`src/rtl/wrr_pkg.sv`:
```
// ---------------------------------------------------------------------------
// wrr_pkg
// Shared definitions for the weighted round-robin arbiter:
//   - default sizing constants (requesters, weight width, id width)
//   - arbiter state encoding
//   - eff_weight(): a programmed weight of zero still grants one beat
// ---------------------------------------------------------------------------
package wrr_pkg;

    localparam int N_REQ_DEF    = 4;
    localparam int WEIGHT_W_DEF = 4;
    localparam int ID_W_DEF     = 2;

    // Widest weight field the helper handles; weights are zero-extended into it.
    localparam int WEIGHT_MAX_W = 16;

    typedef enum logic [0:0] {
        IDLE  = 1'b0,
        GRANT = 1'b1
    } state_e;

    // A weight of zero would leave the holder with no credit; treat it as one.
    function automatic logic [WEIGHT_MAX_W-1:0] eff_weight(input logic [WEIGHT_MAX_W-1:0] w);
        logic [WEIGHT_MAX_W-1:0] r;
        if (w == {WEIGHT_MAX_W{1'b0}}) begin
            r = {{(WEIGHT_MAX_W-1){1'b0}}, 1'b1};
        end else begin
            r = w;
        end
        return r;
    endfunction

endpackage : wrr_pkg

```
`src/rtl/wrr_arbiter_if.sv`:
```
// ---------------------------------------------------------------------------
// wrr_arbiter_if
// Requester/arbiter bundle.
//   req       : per-requester level request, held until served
//   weight    : packed per-requester max beats per grant, field i at [i*WEIGHT_W +: WEIGHT_W]
//   beat      : resource accepted one transfer from the current holder
//   gnt       : one-hot grant (registered in the arbiter)
//   gnt_valid : OR of gnt
//   gnt_id    : index of the holder, used as the datapath mux select
// Modports: master = requester side, slave = arbiter side.
// ---------------------------------------------------------------------------
interface wrr_arbiter_if #(
    parameter int N_REQ    = 4,
    parameter int WEIGHT_W = 4,
    parameter int ID_W     = 2
);

    logic [N_REQ-1:0]          req;
    logic [N_REQ*WEIGHT_W-1:0] weight;
    logic                      beat;
    logic [N_REQ-1:0]          gnt;
    logic                      gnt_valid;
    logic [ID_W-1:0]           gnt_id;

    modport master (
        output req,
        output weight,
        output beat,
        input  gnt,
        input  gnt_valid,
        input  gnt_id
    );

    modport slave (
        input  req,
        input  weight,
        input  beat,
        output gnt,
        output gnt_valid,
        output gnt_id
    );

endinterface : wrr_arbiter_if

```
`src/rtl/wrr_arbiter_rr_pick.sv`:
```
// ---------------------------------------------------------------------------
// rr_pick
// Combinational rotating priority pick.
//   req_i    : request vector
//   mask_i   : requesters excluded from this pick
//   last_i   : previous holder; search starts at last_i+1 and wraps, so
//              last_i itself is the lowest-priority candidate
//   found_o  : at least one eligible requester
//   winner_o : index of the first eligible requester in search order
// ---------------------------------------------------------------------------
module rr_pick #(
    parameter int N_REQ = 4,
    parameter int ID_W  = 2
) (
    input  logic [N_REQ-1:0] req_i,
    input  logic [N_REQ-1:0] mask_i,
    input  logic [ID_W-1:0]  last_i,
    output logic             found_o,
    output logic [ID_W-1:0]  winner_o
);

    logic [N_REQ-1:0] elig_s;
    logic             found_s;
    logic [ID_W-1:0]  winner_s;

    // Index reached by stepping 'off' positions past 'base', modulo N_REQ.
    function automatic logic [ID_W-1:0] wrap_idx(input logic [ID_W-1:0] base, input int off);
        int s;
        s = (int'(base) + off) % N_REQ;
        return ID_W'(s);
    endfunction

    assign elig_s = req_i & ~mask_i;

    // Walk offsets 1..N_REQ from last_i; offset N_REQ lands on last_i itself.
    always_comb begin
        found_s  = 1'b0;
        winner_s = {ID_W{1'b0}};
        for (int k = 1; k <= N_REQ; k++) begin
            if (!found_s && elig_s[wrap_idx(last_i, k)]) begin
                found_s  = 1'b1;
                winner_s = wrap_idx(last_i, k);
            end else begin
                found_s  = found_s;
                winner_s = winner_s;
            end
        end
    end

    assign found_o  = found_s;
    assign winner_o = winner_s;

endmodule : rr_pick

```
`src/rtl/wrr_arbiter.sv`:
```
// ---------------------------------------------------------------------------
// wrr_arbiter
// Weighted round-robin arbiter for one shared resource.
// Ports:
//   clk   : clock, rising edge
//   rst_n : asynchronous active-low reset
//   bus   : wrr_arbiter_if.slave (req/weight/beat in, gnt/gnt_valid/gnt_id out)
// A grant lasts for up to weight[holder] accepted beats (zero counts as one)
// or until the holder drops req. On release the search restarts just after
// the holder; a winner is granted on the same edge, so there is no idle gap.
// ---------------------------------------------------------------------------
module wrr_arbiter
    import wrr_pkg::*;
#(
    parameter int N_REQ    = N_REQ_DEF,
    parameter int WEIGHT_W = WEIGHT_W_DEF,
    parameter int ID_W     = ID_W_DEF
) (
    input  logic          clk,
    input  logic          rst_n,
    wrr_arbiter_if.slave  bus
);

    state_e               state_q, state_d;
    logic [WEIGHT_W-1:0]  credit_q, credit_d;
    logic [ID_W-1:0]      last_q, last_d;
    logic [N_REQ-1:0]     gnt_q, gnt_d;
    logic                 gnt_valid_q, gnt_valid_d;
    logic [ID_W-1:0]      gnt_id_q, gnt_id_d;

    logic                 rel_drop_s;
    logic                 rel_exh_s;
    logic                 rel_s;
    logic                 pick_en_s;
    logic [N_REQ-1:0]     mask_s;
    logic [ID_W-1:0]      pick_last_s;
    logic                 found_s;
    logic [ID_W-1:0]      winner_s;
    logic [WEIGHT_W-1:0]  load_w_s;

    // Release decode and pick inputs for this cycle.
    always_comb begin
        rel_drop_s  = 1'b0;
        rel_exh_s   = 1'b0;
        mask_s      = {N_REQ{1'b0}};
        if (state_q == GRANT) begin
            rel_drop_s = ~bus.req[gnt_id_q];
            rel_exh_s  = bus.beat & (credit_q == {{(WEIGHT_W-1){1'b0}}, 1'b1});
        end else begin
            rel_drop_s = 1'b0;
            rel_exh_s  = 1'b0;
        end
        rel_s = rel_drop_s | rel_exh_s;
        // A holder that dropped its request must not be re-picked.
        if (rel_drop_s) begin
            mask_s = {{(N_REQ-1){1'b0}}, 1'b1} << gnt_id_q;
        end else begin
            mask_s = {N_REQ{1'b0}};
        end
        if (rel_s) begin
            pick_last_s = gnt_id_q;
        end else begin
            pick_last_s = last_q;
        end
        pick_en_s = (state_q == IDLE) | rel_s;
    end

    rr_pick #(
        .N_REQ (N_REQ),
        .ID_W  (ID_W)
    ) u_pick (
        .req_i    (bus.req),
        .mask_i   (mask_s),
        .last_i   (pick_last_s),
        .found_o  (found_s),
        .winner_o (winner_s)
    );

    // Credit to load for the winner; weight is only sampled here.
    assign load_w_s = WEIGHT_W'(eff_weight(WEIGHT_MAX_W'(bus.weight[int'(winner_s)*WEIGHT_W +: WEIGHT_W])));

    // State, credit, pointer and output registers.
    always_ff @(posedge clk or negedge rst_n) begin
        if (!rst_n) begin
            state_q     <= IDLE;
            credit_q    <= {WEIGHT_W{1'b0}};
            last_q      <= ID_W'(N_REQ - 1);
            gnt_q       <= {N_REQ{1'b0}};
            gnt_valid_q <= 1'b0;
            gnt_id_q    <= {ID_W{1'b0}};
        end else begin
            state_q     <= state_d;
            credit_q    <= credit_d;
            last_q      <= last_d;
            gnt_q       <= gnt_d;
            gnt_valid_q <= gnt_valid_d;
            gnt_id_q    <= gnt_id_d;
        end
    end

    // Next state, credit counter and rotation pointer.
    always_comb begin
        state_d  = state_q;
        credit_d = credit_q;
        last_d   = last_q;
        case (state_q)
            IDLE: begin
                // beat is ignored here; only a request moves us.
                if (found_s) begin
                    state_d  = GRANT;
                    credit_d = load_w_s;
                end else begin
                    state_d  = IDLE;
                    credit_d = credit_q;
                end
            end
            GRANT: begin
                if (rel_s) begin
                    last_d = gnt_id_q;
                    if (found_s) begin
                        state_d  = GRANT;
                        credit_d = load_w_s;
                    end else begin
                        state_d  = IDLE;
                        credit_d = {WEIGHT_W{1'b0}};
                    end
                end else if (bus.beat) begin
                    credit_d = credit_q - {{(WEIGHT_W-1){1'b0}}, 1'b1};
                end else begin
                    credit_d = credit_q;
                end
            end
            default: begin
                state_d  = IDLE;
                credit_d = {WEIGHT_W{1'b0}};
                last_d   = ID_W'(N_REQ - 1);
            end
        endcase
    end

    // Next grant outputs; gnt_id keeps the last holder while idle.
    always_comb begin
        gnt_d       = gnt_q;
        gnt_valid_d = gnt_valid_q;
        gnt_id_d    = gnt_id_q;
        if (pick_en_s && found_s) begin
            gnt_d       = {{(N_REQ-1){1'b0}}, 1'b1} << winner_s;
            gnt_valid_d = 1'b1;
            gnt_id_d    = winner_s;
        end else if (pick_en_s) begin
            gnt_d       = {N_REQ{1'b0}};
            gnt_valid_d = 1'b0;
            gnt_id_d    = gnt_id_q;
        end else begin
            gnt_d       = gnt_q;
            gnt_valid_d = gnt_valid_q;
            gnt_id_d    = gnt_id_q;
        end
    end

    assign bus.gnt       = gnt_q;
    assign bus.gnt_valid = gnt_valid_q;
    assign bus.gnt_id    = gnt_id_q;

endmodule : wrr_arbiter

```
`src/flat_wrapper.sv`:
```
// flat-port wrapper written by rule: the top's interface ports become plain ports
module wrr_arbiter_flat import wrr_pkg::*;
#(
    parameter int N_REQ    = N_REQ_DEF,
    parameter int WEIGHT_W = WEIGHT_W_DEF,
    parameter int ID_W     = ID_W_DEF
)
  (clk, rst_n, bus_req, bus_weight, bus_beat, bus_gnt, bus_gnt_valid, bus_gnt_id);
  wrr_arbiter_if #(.N_REQ(N_REQ), .WEIGHT_W(WEIGHT_W), .ID_W(ID_W)) bus_i ();
  input  logic clk;
  input  logic rst_n;
  input wire logic [$bits(bus_i.req)-1:0] bus_req;
  input wire logic [$bits(bus_i.weight)-1:0] bus_weight;
  input wire logic [$bits(bus_i.beat)-1:0] bus_beat;
  output wire logic [$bits(bus_i.gnt)-1:0] bus_gnt;
  output wire logic [$bits(bus_i.gnt_valid)-1:0] bus_gnt_valid;
  output wire logic [$bits(bus_i.gnt_id)-1:0] bus_gnt_id;
  assign bus_i.req = bus_req;
  assign bus_i.weight = bus_weight;
  assign bus_i.beat = bus_beat;
  assign bus_gnt = bus_i.gnt;
  assign bus_gnt_valid = bus_i.gnt_valid;
  assign bus_gnt_id = bus_i.gnt_id;
  wrr_arbiter #(.N_REQ(N_REQ), .WEIGHT_W(WEIGHT_W), .ID_W(ID_W)) u_core (.clk(clk), .rst_n(rst_n), .bus(bus_i));
endmodule
```
`config.mk`:
```
export PLATFORM = sky130hd
export DESIGN_NAME = wrr_arbiter_flat
export DESIGN_NICKNAME = d
export VERILOG_FILES = /design/src/rtl/wrr_pkg.sv /design/src/rtl/wrr_arbiter_if.sv /design/src/rtl/wrr_arbiter_rr_pick.sv /design/src/rtl/wrr_arbiter.sv /design/src/flat_wrapper.sv
export SDC_FILE = /design/constraint.sdc
export NUM_CORES = 1
export LEC_CHECK = 0
export CAP_MARGIN = 20
export CORE_MARGIN = 1
export CORE_UTILIZATION = 46
export DETAILED_ROUTE_END_ITERATION = 10
export MAX_ROUTING_LAYER = met4
export PLACE_DENSITY = 0.78
export SLEW_MARGIN = 25
export SYNTH_ARGS = -nofsm -noshare
export SYNTH_HDL_FRONTEND = slang
export SYNTH_SLANG_ARGS = --single-unit
```
`constraint.sdc`:
```
create_clock -name clk -period 2.9 [get_ports clk]
set_input_delay 0.87 -clock clk [delete_from_list [all_inputs] [get_ports clk]]
set_output_delay 0.87 -clock clk [all_outputs]
set_load 0.01 [all_outputs]
```
==> metrics.md <==
| Metric | Value |
|---|---|
| Number of maximum-capacitance violations | `0` |
| Design area | `0.00159 mm^2` |
| Time the final worst path needs with I/O delays and setup | `2.81 ns` |
| Summed instance area of the synthesized netlist | `0.00101 mm^2` |
| PnR Total Power | `1.74 mW` |
| Smallest hold slack | `0.477 ns` |
| Initial antenna violation count | `0` |
| DR WL met2 | `1460 um` |
| Row Count | `16` |
| Footprint of the multi-input gates | `672 um^2` |
| Share of the synthesized area in the top cell type | `0.297` |
| Worst setup slack before clock tree synthesis | `-0.571 ns` |
| Share of the clock period used by the worst path | `0.969` |
| Crit path launch type | `primary input` |
| Synthesized instance count | `108` |
| Share of cells above drive strength 1 | `0.325` |
| Share of the yosys chip area belonging to registers | `0.349` |
| Flop2flop setup slack | `0.25 ns` |
| Post-route worst setup slack | `0.0889 ns` |
| Critical setup path kind | `primary input to flip-flop` |
| Crit path DAT | `3.03 ns` |
| Worst Hold Class | `flip-flop to flip-flop` |
| Die area | `0.00239 mm^2` |
| Most area-hungry cell type in the Yosys netlist | `sky130_fd_sc_hd__dfrtp_1` |
| Detailed-route wire length on metal 1 | `1210 um` |
| Met3 routed wirelength | `108 um` |
| Number of optimization iterations in the first detailed-route pass | `4` |
| Most frequent cells in the layout | `sky130_fd_sc_hd__clkdlybuf4s50_1 (24), sky130_fd_sc_hd__buf_4 (23), sky130_fd_sc_hd__dfrtp_1 (12)` |
| CTS buffer count | `3` |
| Number of levels the H-tree was split into | `1` |
| Final Slew Violations | `0` |
| Buffer depth of the longest clock path | `2` |
| Clock tree from TritonCTS | `built` |
| Number of flip-flops and latches in the synthesized netlist | `14` |
| Overall die width | `48.9 um` |
| Maximum fanout encountered on the critical timing path | `8` |
| Worst rel slew slack | `0.572` |
| Uppermost metal layer occupied by signal nets | `met4` |
| Via count | `1044` |
| Critical Path RT | `3.12 ns` |
| Top-level port count | `30` |
| First-pass GRT wire length | `4810 um` |
| Most common cell after layout, fill and taps aside | `sky130_fd_sc_hd__clkdlybuf4s50_1` |
| Antenna Violating Nets Remaining | `0` |
| Post-synth net total | `133` |
| Avg Synthesized Cell Area | `9.35 um^2` |
| Mean routed wirelength per cell | `15.0 um` |
| Vias in the first global route | `1127` |
| Routability Congestion | `0.880` |
| Final #Nets | `186` |
| CORE AREA | `0.00202 mm^2` |
| Total area of sequential cells | `353 um^2` |
| Count of port buffers added during placement | `29` |
| Run status | `completed` |
| Area Overhead vs Synth | `57.0%` |
| Largest cells by area after synthesis | `sky130_fd_sc_hd__dfrtp_1 (30%), sky130_fd_sc_hd__mux2i_1 (9.9%), sky130_fd_sc_hd__dfstp_2 (5.2%)` |
| Count of hold buffers inserted by post-cts repair | `0` |
| DRC violation total after the first TritonRoute iteration | `26` |
| Vertical die dimension | `48.9 um` |
| Final non-filler cell total | `187` |
| Number of diodes added for antenna fixing | `0` |
| Leakage | `0.723 nW` |
| Crit path capture type | `flip-flop` |
| RSZ-0062 raised after global routing | `no` |
| Via/cell ratio | `5.58` |
| Endpoints failing setup | `0` |
| Effective utilization at floorplan | `0.499` |
| Post-route clock skew | `0.00837 ns` |
| Count of unresolved DRC violations after routing | `0` |
| Hold Violations, Final | `0` |
| Detailed placement HPWL | `2050 um` |
| Worst-Margin Slew | `0.640 ns` |
| Number of cells in the design after placement | `178` |
| F_max | `0.356 GHz` |
| Peak supply drop | `0.722 mV` |
| GR Util All Layers | `0.269` |
| Number of fill cells | `135` |
| Root buf cell | `sky130_fd_sc_hd__clkbuf_4` |
| Power per cell area | `1100 mW/mm^2` |
| Remaining Overflow, GRT | `0` |
| Placement Cell Area | `0.00145 mm^2` |
| Distinct cell type count of the synthesized netlist | `43` |
| Clk sink count | `14` |
| Yosys synthesis warning count | `0` |
| Clock-pin transition on the worst setup and hold timing paths | `0.10 ns` |
| Total routed wirelength | `2810 um` |
| Largest net degree at the start of global routing | `15` |
| Clock latency on the worst-skew pair | `0.28 ns` |
-- sequential cells by signal, indices dropped and copies added, names as in the netlist --
register	count
u_core.bus.gnt_id	2
u_core.last_q	2
u_core.bus.gnt	4
u_core.credit_q	4
u_core.state_q	1
u_core.bus.gnt_valid	1
-- synthesized netlist by cell type --
library cell                 n
sky130_fd_sc_hd__dfrtp_1    12
sky130_fd_sc_hd__nand2_1    11
sky130_fd_sc_hd__mux2i_1    10
sky130_fd_sc_hd__nor2_1      8
sky130_fd_sc_hd__inv_1       5
sky130_fd_sc_hd__clkbuf_1    4
sky130_fd_sc_hd__nand3_1     4
sky130_fd_sc_hd__o21ai_0     4
sky130_fd_sc_hd__mux2_2      3
sky130_fd_sc_hd__o21ai_1     3
sky130_fd_sc_hd__a21oi_1     2
sky130_fd_sc_hd__and2_1      2
sky130_fd_sc_hd__and3_1      2
sky130_fd_sc_hd__dfstp_2     2
sky130_fd_sc_hd__ha_1        2
sky130_fd_sc_hd__inv_2       2
sky130_fd_sc_hd__nand2b_1    2
sky130_fd_sc_hd__nand3b_1    2
sky130_fd_sc_hd__nand4_1     2
sky130_fd_sc_hd__o22a_1      2
sky130_fd_sc_hd__o32a_1      2
sky130_fd_sc_hd__a2111oi_0   1
sky130_fd_sc_hd__a211o_1     1
sky130_fd_sc_hd__a21oi_2     1
sky130_fd_sc_hd__a221oi_1    1
sky130_fd_sc_hd__a22o_1      1
sky130_fd_sc_hd__a22oi_1     1
sky130_fd_sc_hd__a31oi_4     1
sky130_fd_sc_hd__buf_4       1
sky130_fd_sc_hd__buf_6       1
sky130_fd_sc_hd__mux2_1      1
sky130_fd_sc_hd__mux4_2      1
sky130_fd_sc_hd__nand4bb_1   1
sky130_fd_sc_hd__nor3_1      1
sky130_fd_sc_hd__nor4bb_1    1
sky130_fd_sc_hd__o211a_1     1
sky130_fd_sc_hd__o211ai_1    1
sky130_fd_sc_hd__o211ai_2    1
sky130_fd_sc_hd__o21a_1      1
sky130_fd_sc_hd__o21ai_2     1
sky130_fd_sc_hd__o22ai_1     1
sky130_fd_sc_hd__or3_1       1
sky130_fd_sc_hd__or4_1       1
-- critical path, cell delays in order --
cell                            delay, ns
sky130_fd_sc_hd__dlygate4sd2_1       0.26
sky130_fd_sc_hd__nand4bb_1           0.18
sky130_fd_sc_hd__buf_4               0.17
sky130_fd_sc_hd__nand3_1             0.09
sky130_fd_sc_hd__and3_4              0.21
sky130_fd_sc_hd__o211a_1             0.22
sky130_fd_sc_hd__nand3b_1            0.17
sky130_fd_sc_hd__buf_6               0.15
sky130_fd_sc_hd__mux2i_2             0.14
sky130_fd_sc_hd__mux2_4              0.28
sky130_fd_sc_hd__o22a_1              0.15
sky130_fd_sc_hd__o21ai_1             0.13
-- what timing repair did --
item | in CTS | in global routing
resized for setup | 19 | 10
setup buffers | 5 | 0
pin swaps | 10 | 3
setup endpoints to repair | 6 | 4
-- power breakdown --
part / total, mW / leakage [nW] / internal (mW) / switching (mW)
logic: 1.21 / 0.539 / 0.674 / 0.533
registers: 0.384 / 0.162 / 0.293 / 0.0915
clock network: 0.145 / 0.0210 / 0.0764 / 0.0690
total: 1.74 / 0.723 / 1.04 / 0.694
-- path summary, 6_finish.rpt --
| kind | endpoint | cells after the start | start |
|---|---|---|---|
| worst max-delay path | u_core.credit_q[1] | 12 | bus_beat |
| worst min-delay path | u_core.bus.gnt[3] | 2 | u_core.bus.gnt[3] |
| worst max register to register | u_core.credit_q[1] | 10 | u_core.bus.gnt_id[1] |
| worst min register to register | u_core.bus.gnt[3] | 2 | u_core.bus.gnt[3] |
| max in group asynchronous | u_core.bus.gnt[1] | 1 | rst_n |
| min in group asynchronous | u_core.credit_q[0] | 1 | rst_n |
-- cells by family after synthesis --
| kind of cell | after synthesis | synth area share |
|---|---|---|
| flip-flops | 14 | 0.349 |
| AO/OA/AOI/OAI | 26 | 0.206 |
| AND/OR/NAND/NOR | 38 | 0.195 |
| multiplexers | 15 | 0.166 |
| buffers and inverters | 13 | 0.0595 |
| adder cells (fa/ha/maj) | 2 | 0.0248 |
-- metal layers --
metal	vias up	track usage
met5	-	-
met4	0	0.0931
met3	6	0.0343
met2	40	0.481
met1	494	0.308
li1	504	-
-- through the flow --
stage	TNS, ns	utilization
after floorplan	0	-
after global placement	-2.46	0.717
after detailed placement	-3.13	0.717
after CTS	0	0.780
after global routing	0	0.784
final	0	0.784
-- area by class of cell --
cell class / instances / area share
Sequential cell: 14 / 0.223
Multi-Input combinational cell: 81 / 0.424
Inverter: 7 / 0.0166
Timing Repair Buffer: 54 / 0.293
Tap cell: 27 / 0.0213
Clock buffer: 4 / 0.0229
(Power assumes the default switching activity.)
==> variant 1, RTL diff (same settings) <==
Change the package constant `ID_W_DEF` from 2 to 4.
--- a/src/rtl/wrr_pkg.sv
+++ b/src/rtl/wrr_pkg.sv
@@ -9,7 +9,7 @@
 
     localparam int N_REQ_DEF    = 4;
     localparam int WEIGHT_W_DEF = 4;
-    localparam int ID_W_DEF     = 2;
+    localparam int ID_W_DEF     = 4;
 
     // Widest weight field the helper handles; weights are zero-extended into it.
     localparam int WEIGHT_MAX_W = 16;
Interface: changed (resized bus_gnt_id); port bits go from 30 to 32. The function was not compared with the original's and may differ.
==> variant 1 against the original RTL <==
Global-route usage up 7.2 points; critical path type unchanged; sequential power down 3%; cell area up 6.2%; register-to-register slack worse by 40 ps; routed wire length up 31%; count of clock-buffer cells in the layout unchanged; total power up 6.7%; combinational power up 12%; setup slack worse by 22 ps; area after synthesis up 2.9%; sequential cell count unchanged; clock skew down 7.6 ps; non-clock buffer count up 7; final cell count up 8.6%.
==> variant 1: results (changes against the original RTL) <==
Clock Path Buffers 2 (unchanged); Pre-antenna DRT Iters 4 (unchanged); synth cell count leaders dfrtp_1, nand2_1, nor2_1, inv_1, o21ai_0; largest net degree at the start of global routing 15 (unchanged); slowest stage delay, CP 480 ps (+200 ps); FFs w/ async S/R, synth 100% (unchanged); ANT cells 0 (unchanged); HP Class reg2reg; dpl hpwl 2320 um (+13%); Post-Route Skew 0.789 ps (-7.58 ps); Crit Path Max Fanout 5 (-3); Placer Congestion 1.01 (+15%); CP delay by family, top compound AO/OA/AOI/OAI gates; first-pass GRT wire length 6080 um (+26%); Post-DP Area 1530 um2 (+5.2%); CTS Buf Count 3 (unchanged); initial DRC count 42 (+62%); top cells by area, synth dfrtp_1, mux2_2, dfstp_2; share of cells above drive strength 1 38.6% (+6.1 points); register area share after synthesis 34.0% (-0.97 points); nets@finish 202 (+8.6%); Slowest cell on crit path mux4_2; via count 1,195 (+14%); Reg clk slew, reported paths 90 ps; Synth Warn # 0 (unchanged); Worst Max-Slew Pin Slew 659 ps (+18.9 ps); worst skew pair latency 290 ps; number of distinct library cells after synthesis 48 (+12%); status finished clean; antenna violations before repair 0 (unchanged); fill count 114 (-16%); number of port buffers 29 (unchanged); total power per unit cell area 1100 nW/um2 (+0.43%); IR drop worst, VDD 718 uV (-0.53%); post-synth top area share 28.9% (-0.82 points); Clock Root Buffer clkbuf_4; Critical Path AT 3030 ps (about the same); H-tree depth 1 (unchanged); gr usage total 34.1% (+7.2 points); leakage power 0.755 nW (+4.5%); final wirelength 3680 um (+31%)
==> variant 1: cell count changes after synthesis, moves of 3 or more <==
cell and delta:
a21oi_1 +3, inv_1 +4, mux2i_1 -8, o31ai_1 +3
==> variant 1: kinds of logic (layout without fill, tap and decap cells) <==
group	count (synthesis)	after routing	synth area share [%]
compound gates	36	36	26.0
fa+ha+maj	2	2	2.41
buf+inv	16	74	6.75
flops	14	14	34.0
mux	8	8	9.52
other cells	1	2	0.361
simple gates	40	40	21.0
==> variant 1: path summary, 6_finish.rpt <==
path,startpoint,to,slack (ps),cells past startpoint
setup / recovery,bus_req[3],u_core.credit_q[0],70,9
hold / removal,u_core.bus.gnt_valid,u_core.bus.gnt_valid,510,1
setup reg to reg,u_core.bus.gnt_id[1],u_core.credit_q[0],210,8
hold reg to reg,u_core.bus.gnt_valid,u_core.bus.gnt_valid,510,1
max in group asynchronous,rst_n,u_core.bus.gnt_id[0],1510,1
min in group asynchronous,rst_n,u_core.credit_q[1],970,1
==> variant 1: repair_timing <==
| action | CTS | global route |
|---|---|---|
| gates resized for setup | 34 | 4 |
| setup buffers | 7 | 1 |
| endpoints found under the setup margin | 7 | 4 |
| pin swaps | 11 | 12 |
==> variant 1: cell type report <==
type | count | share of cell area (%)
Multi-Input combinational cell | 88 | 42.4
Timing Repair Buffer | 61 | 31.1
Sequential cell | 14 | 21.0
Inverter | 9 | 2.01
Tap cell | 27 | 2.01
Clock buffer | 4 | 1.56
==> variant 1: report_power, final <==
part	internal, mW	total [mW]	switching [mW]
clock	0.0536	0.128	0.0744
sequential	0.291	0.372	0.0810
combinational	0.715	1.35	0.638
==> variant 1: worst register-to-register path, delay by kind of cell (launching register included) <==
family          cells  cell delay (ps)
simple gates        1              250
flops               1              500
buf+inv             1              150
compound gates      5             1150
mux                 1              560
==> variant 1: metrics by stage <==
stage / power (mW) / setup slack [ps] / cells
floorplan: 0.973 / 9.10 / 118
global placement: 1.38 / -545 / 193
detailed placement: 1.42 / -632 / 193
CTS: 1.78 / 6.59 / 204
global route: 1.96 / 2.89 / 203
finish: 1.85 / 66.5 / 203
==> variant 1: metal layers <==
| layer | share of wire, % | vias to the layer above | track usage, % |
|---|---|---|---|
| li1 | - | 550 | - |
| met1 | 41 | 570 | 42.7 |
| met2 | 49 | 66 | 55.7 |
| met3 | 8.1 | 9 | 5.56 |
| met4 | 1.8 | 0 | 12.4 |
| met5 | 0 | - | - |
==> variant 2, RTL diff (same settings) <==
Without the edit above. Reset style: synchronous (`rst_n`), changed in one clocked block. Comments in the files are not updated.
--- a/src/rtl/wrr_arbiter.sv
+++ b/src/rtl/wrr_arbiter.sv
@@ -80,7 +80,7 @@
     assign load_w_s = WEIGHT_W'(eff_weight(WEIGHT_MAX_W'(bus.weight[int'(winner_s)*WEIGHT_W +: WEIGHT_W])));
 
     // State, credit, pointer and output registers.
-    always_ff @(posedge clk or negedge rst_n) begin
+    always_ff @(posedge clk) begin
         if (!rst_n) begin
             state_q     <= IDLE;
             credit_q    <= {WEIGHT_W{1'b0}};
Behaviour: differs if rst_n is asserted again (counterexample within 4 cycles, from zero or initial values and one cycle with rst_n low); with rst_n held inactive, the same outputs for 4 cycles.
==> variant 2 against the original RTL <==
Worst hold slack got worse by 13 ps; setup slack got worse by 44 ps; routed wire length increased by 87%; final cell count increased by 28%; critical path type unchanged; highest routed layer unchanged; area after synthesis increased by 9.7%; sequential cell count unchanged; first-iteration DRC count increased to 6.1 times the old value; cell area increased by 19%; total power decreased by 29%.
==> variant 2: results (changes against the original RTL) <==
slowest stage delay, CP 520 ps (+240 ps); Slowest cell on crit path mux4_2; Setup crit start bus_req[1]; share of cells above drive strength 1 40.1% (+7.6 points); compound-cell area share of the yosys netlist 28.8% (+8.2 points); status finished clean; CP delay by family, top compound AO/OA/AOI/OAI gates; top cells by area, synth dfxtp_1, nand3_1, o21ai_0; Critical Path Sink u_core.credit_q[1]; Post-Route Skew 9.50 ps (+1.14 ps); Post-Synth XOR/XNOR Area 0% (unchanged); synth cell count leaders nand3_1, dfxtp_1, nand2_1, o21ai_0, nor2_1; pre-CTS WS -683 ps (-113 ps); register area share after synthesis 25.3% (-9.6 points); IR drop worst, VDD 401 uV (-44%); gr usage total 37.3% (+10 points); fill count 111 (-18%); final instance area 1890 um2 (+19%); Crit Path Max Fanout 7 (-1); Pre-antenna DRT Iters 5 (+1); first-pass GRT wire length 7050 um (+47%); placed insts 227 (+28%); R2R Path End u_core.credit_q[2]; vias per inst 6.89 (+23%); number of distinct library cells after synthesis 45 (+4.7%); Post-Synth Adder-Cell Area 2.26% (-0.22 points); r2r setup slk 120 ps (-130 ps); Sw Ratio 42.4% (+2.5 points); final worst setup slack 45.0 ps (-43.9 ps); Placer Congestion 0.921 (+4.7%); worst reg2reg path depth 12 (+2); FFs w/ async S/R, synth 0% (-100 points); Mapped Cells 143 (+32%); Post-DP Area 1640 um2 (+13%); dpl hpwl 2820 um (+38%); Clock Path Buffers 2 (unchanged); leakage power 0.770 nW (+6.5%); Slew HR 69.7% (+13 points); vias in the first global route 1,553 (+38%); via count 1,653 (+58%); number of port buffers 29 (unchanged); Post-Syn Nets 168 (+26%); nets@finish 238 (+28%); ANT cells 0 (unchanged); Critical Path AT 3040 ps (about the same); WL per Instance 21.9 um (+45%); mux share of post-synthesis cell area 4.86% (-12 points); initial DRC count 159 (+510%)
[variant 2: changes by cell type after synthesis, sizes merged, moves of 5 or more]
cell,unedited run,this run
dfrtp,12,0
dfxtp,0,14
and3,2,7
mux2i,10,2
o21ai,8,16
a21oi,3,10
nand3,4,19
[variant 2: power by group through the flow]
stage | clock network (mW) | registers, mW | logic [mW]
after floorplan | 0 | 0.277 | 0.333
after global placement | 0 | 0.274 | 0.554
after detailed placement | 0 | 0.276 | 0.580
after CTS | 0.141 | 0.275 | 0.663
after global routing | 0.156 | 0.289 | 0.834
final | 0.147 | 0.284 | 0.794
[variant 2: metal layers]
layer | vias up | part of all wire, % | GRT usage [%]
met2 | 161 | 47 | 63.8
met4 | 0 | 9.4 | 23.6
met1 | 753 | 33 | 39.9
met5 | - | 0 | -
li1 | 676 | - | -
met3 | 63 | 10 | 5.95
[variant 2: how the worst min path moves through the flow]
stage	from	to	slack (ps)	cells after the start
after floorplan	u_core.bus.gnt[1]	u_core.bus.gnt[1]	480	2
after detailed placement	u_core.bus.gnt[1]	u_core.bus.gnt[1]	450	2
after global placement	u_core.bus.gnt[2]	u_core.bus.gnt[2]	440	2
after CTS	u_core.bus.gnt[1]	u_core.bus.gnt[1]	460	2
final	u_core.bus.gnt[1]	u_core.bus.gnt[1]	460	2
after global routing	u_core.bus.gnt[1]	u_core.bus.gnt[1]	500	2
[variant 2: area by class of cell]
class                           count  share of cell area, %
Multi-Input combinational cell    118                   48.0
Timing Repair Buffer               72                   32.4
Sequential cell                    14                   14.9
Clock buffer                        4                   1.92
Tap cell                           28                   1.86
Inverter                            4                  0.928
[variant 2: what timing repair did]
action,CTS,global route
hold buffers,0,0
pin swaps,9,16
gates resized for setup,18,28
gates cloned,1,0
buffers inserted,5,4
setup endpoints to repair,9,9
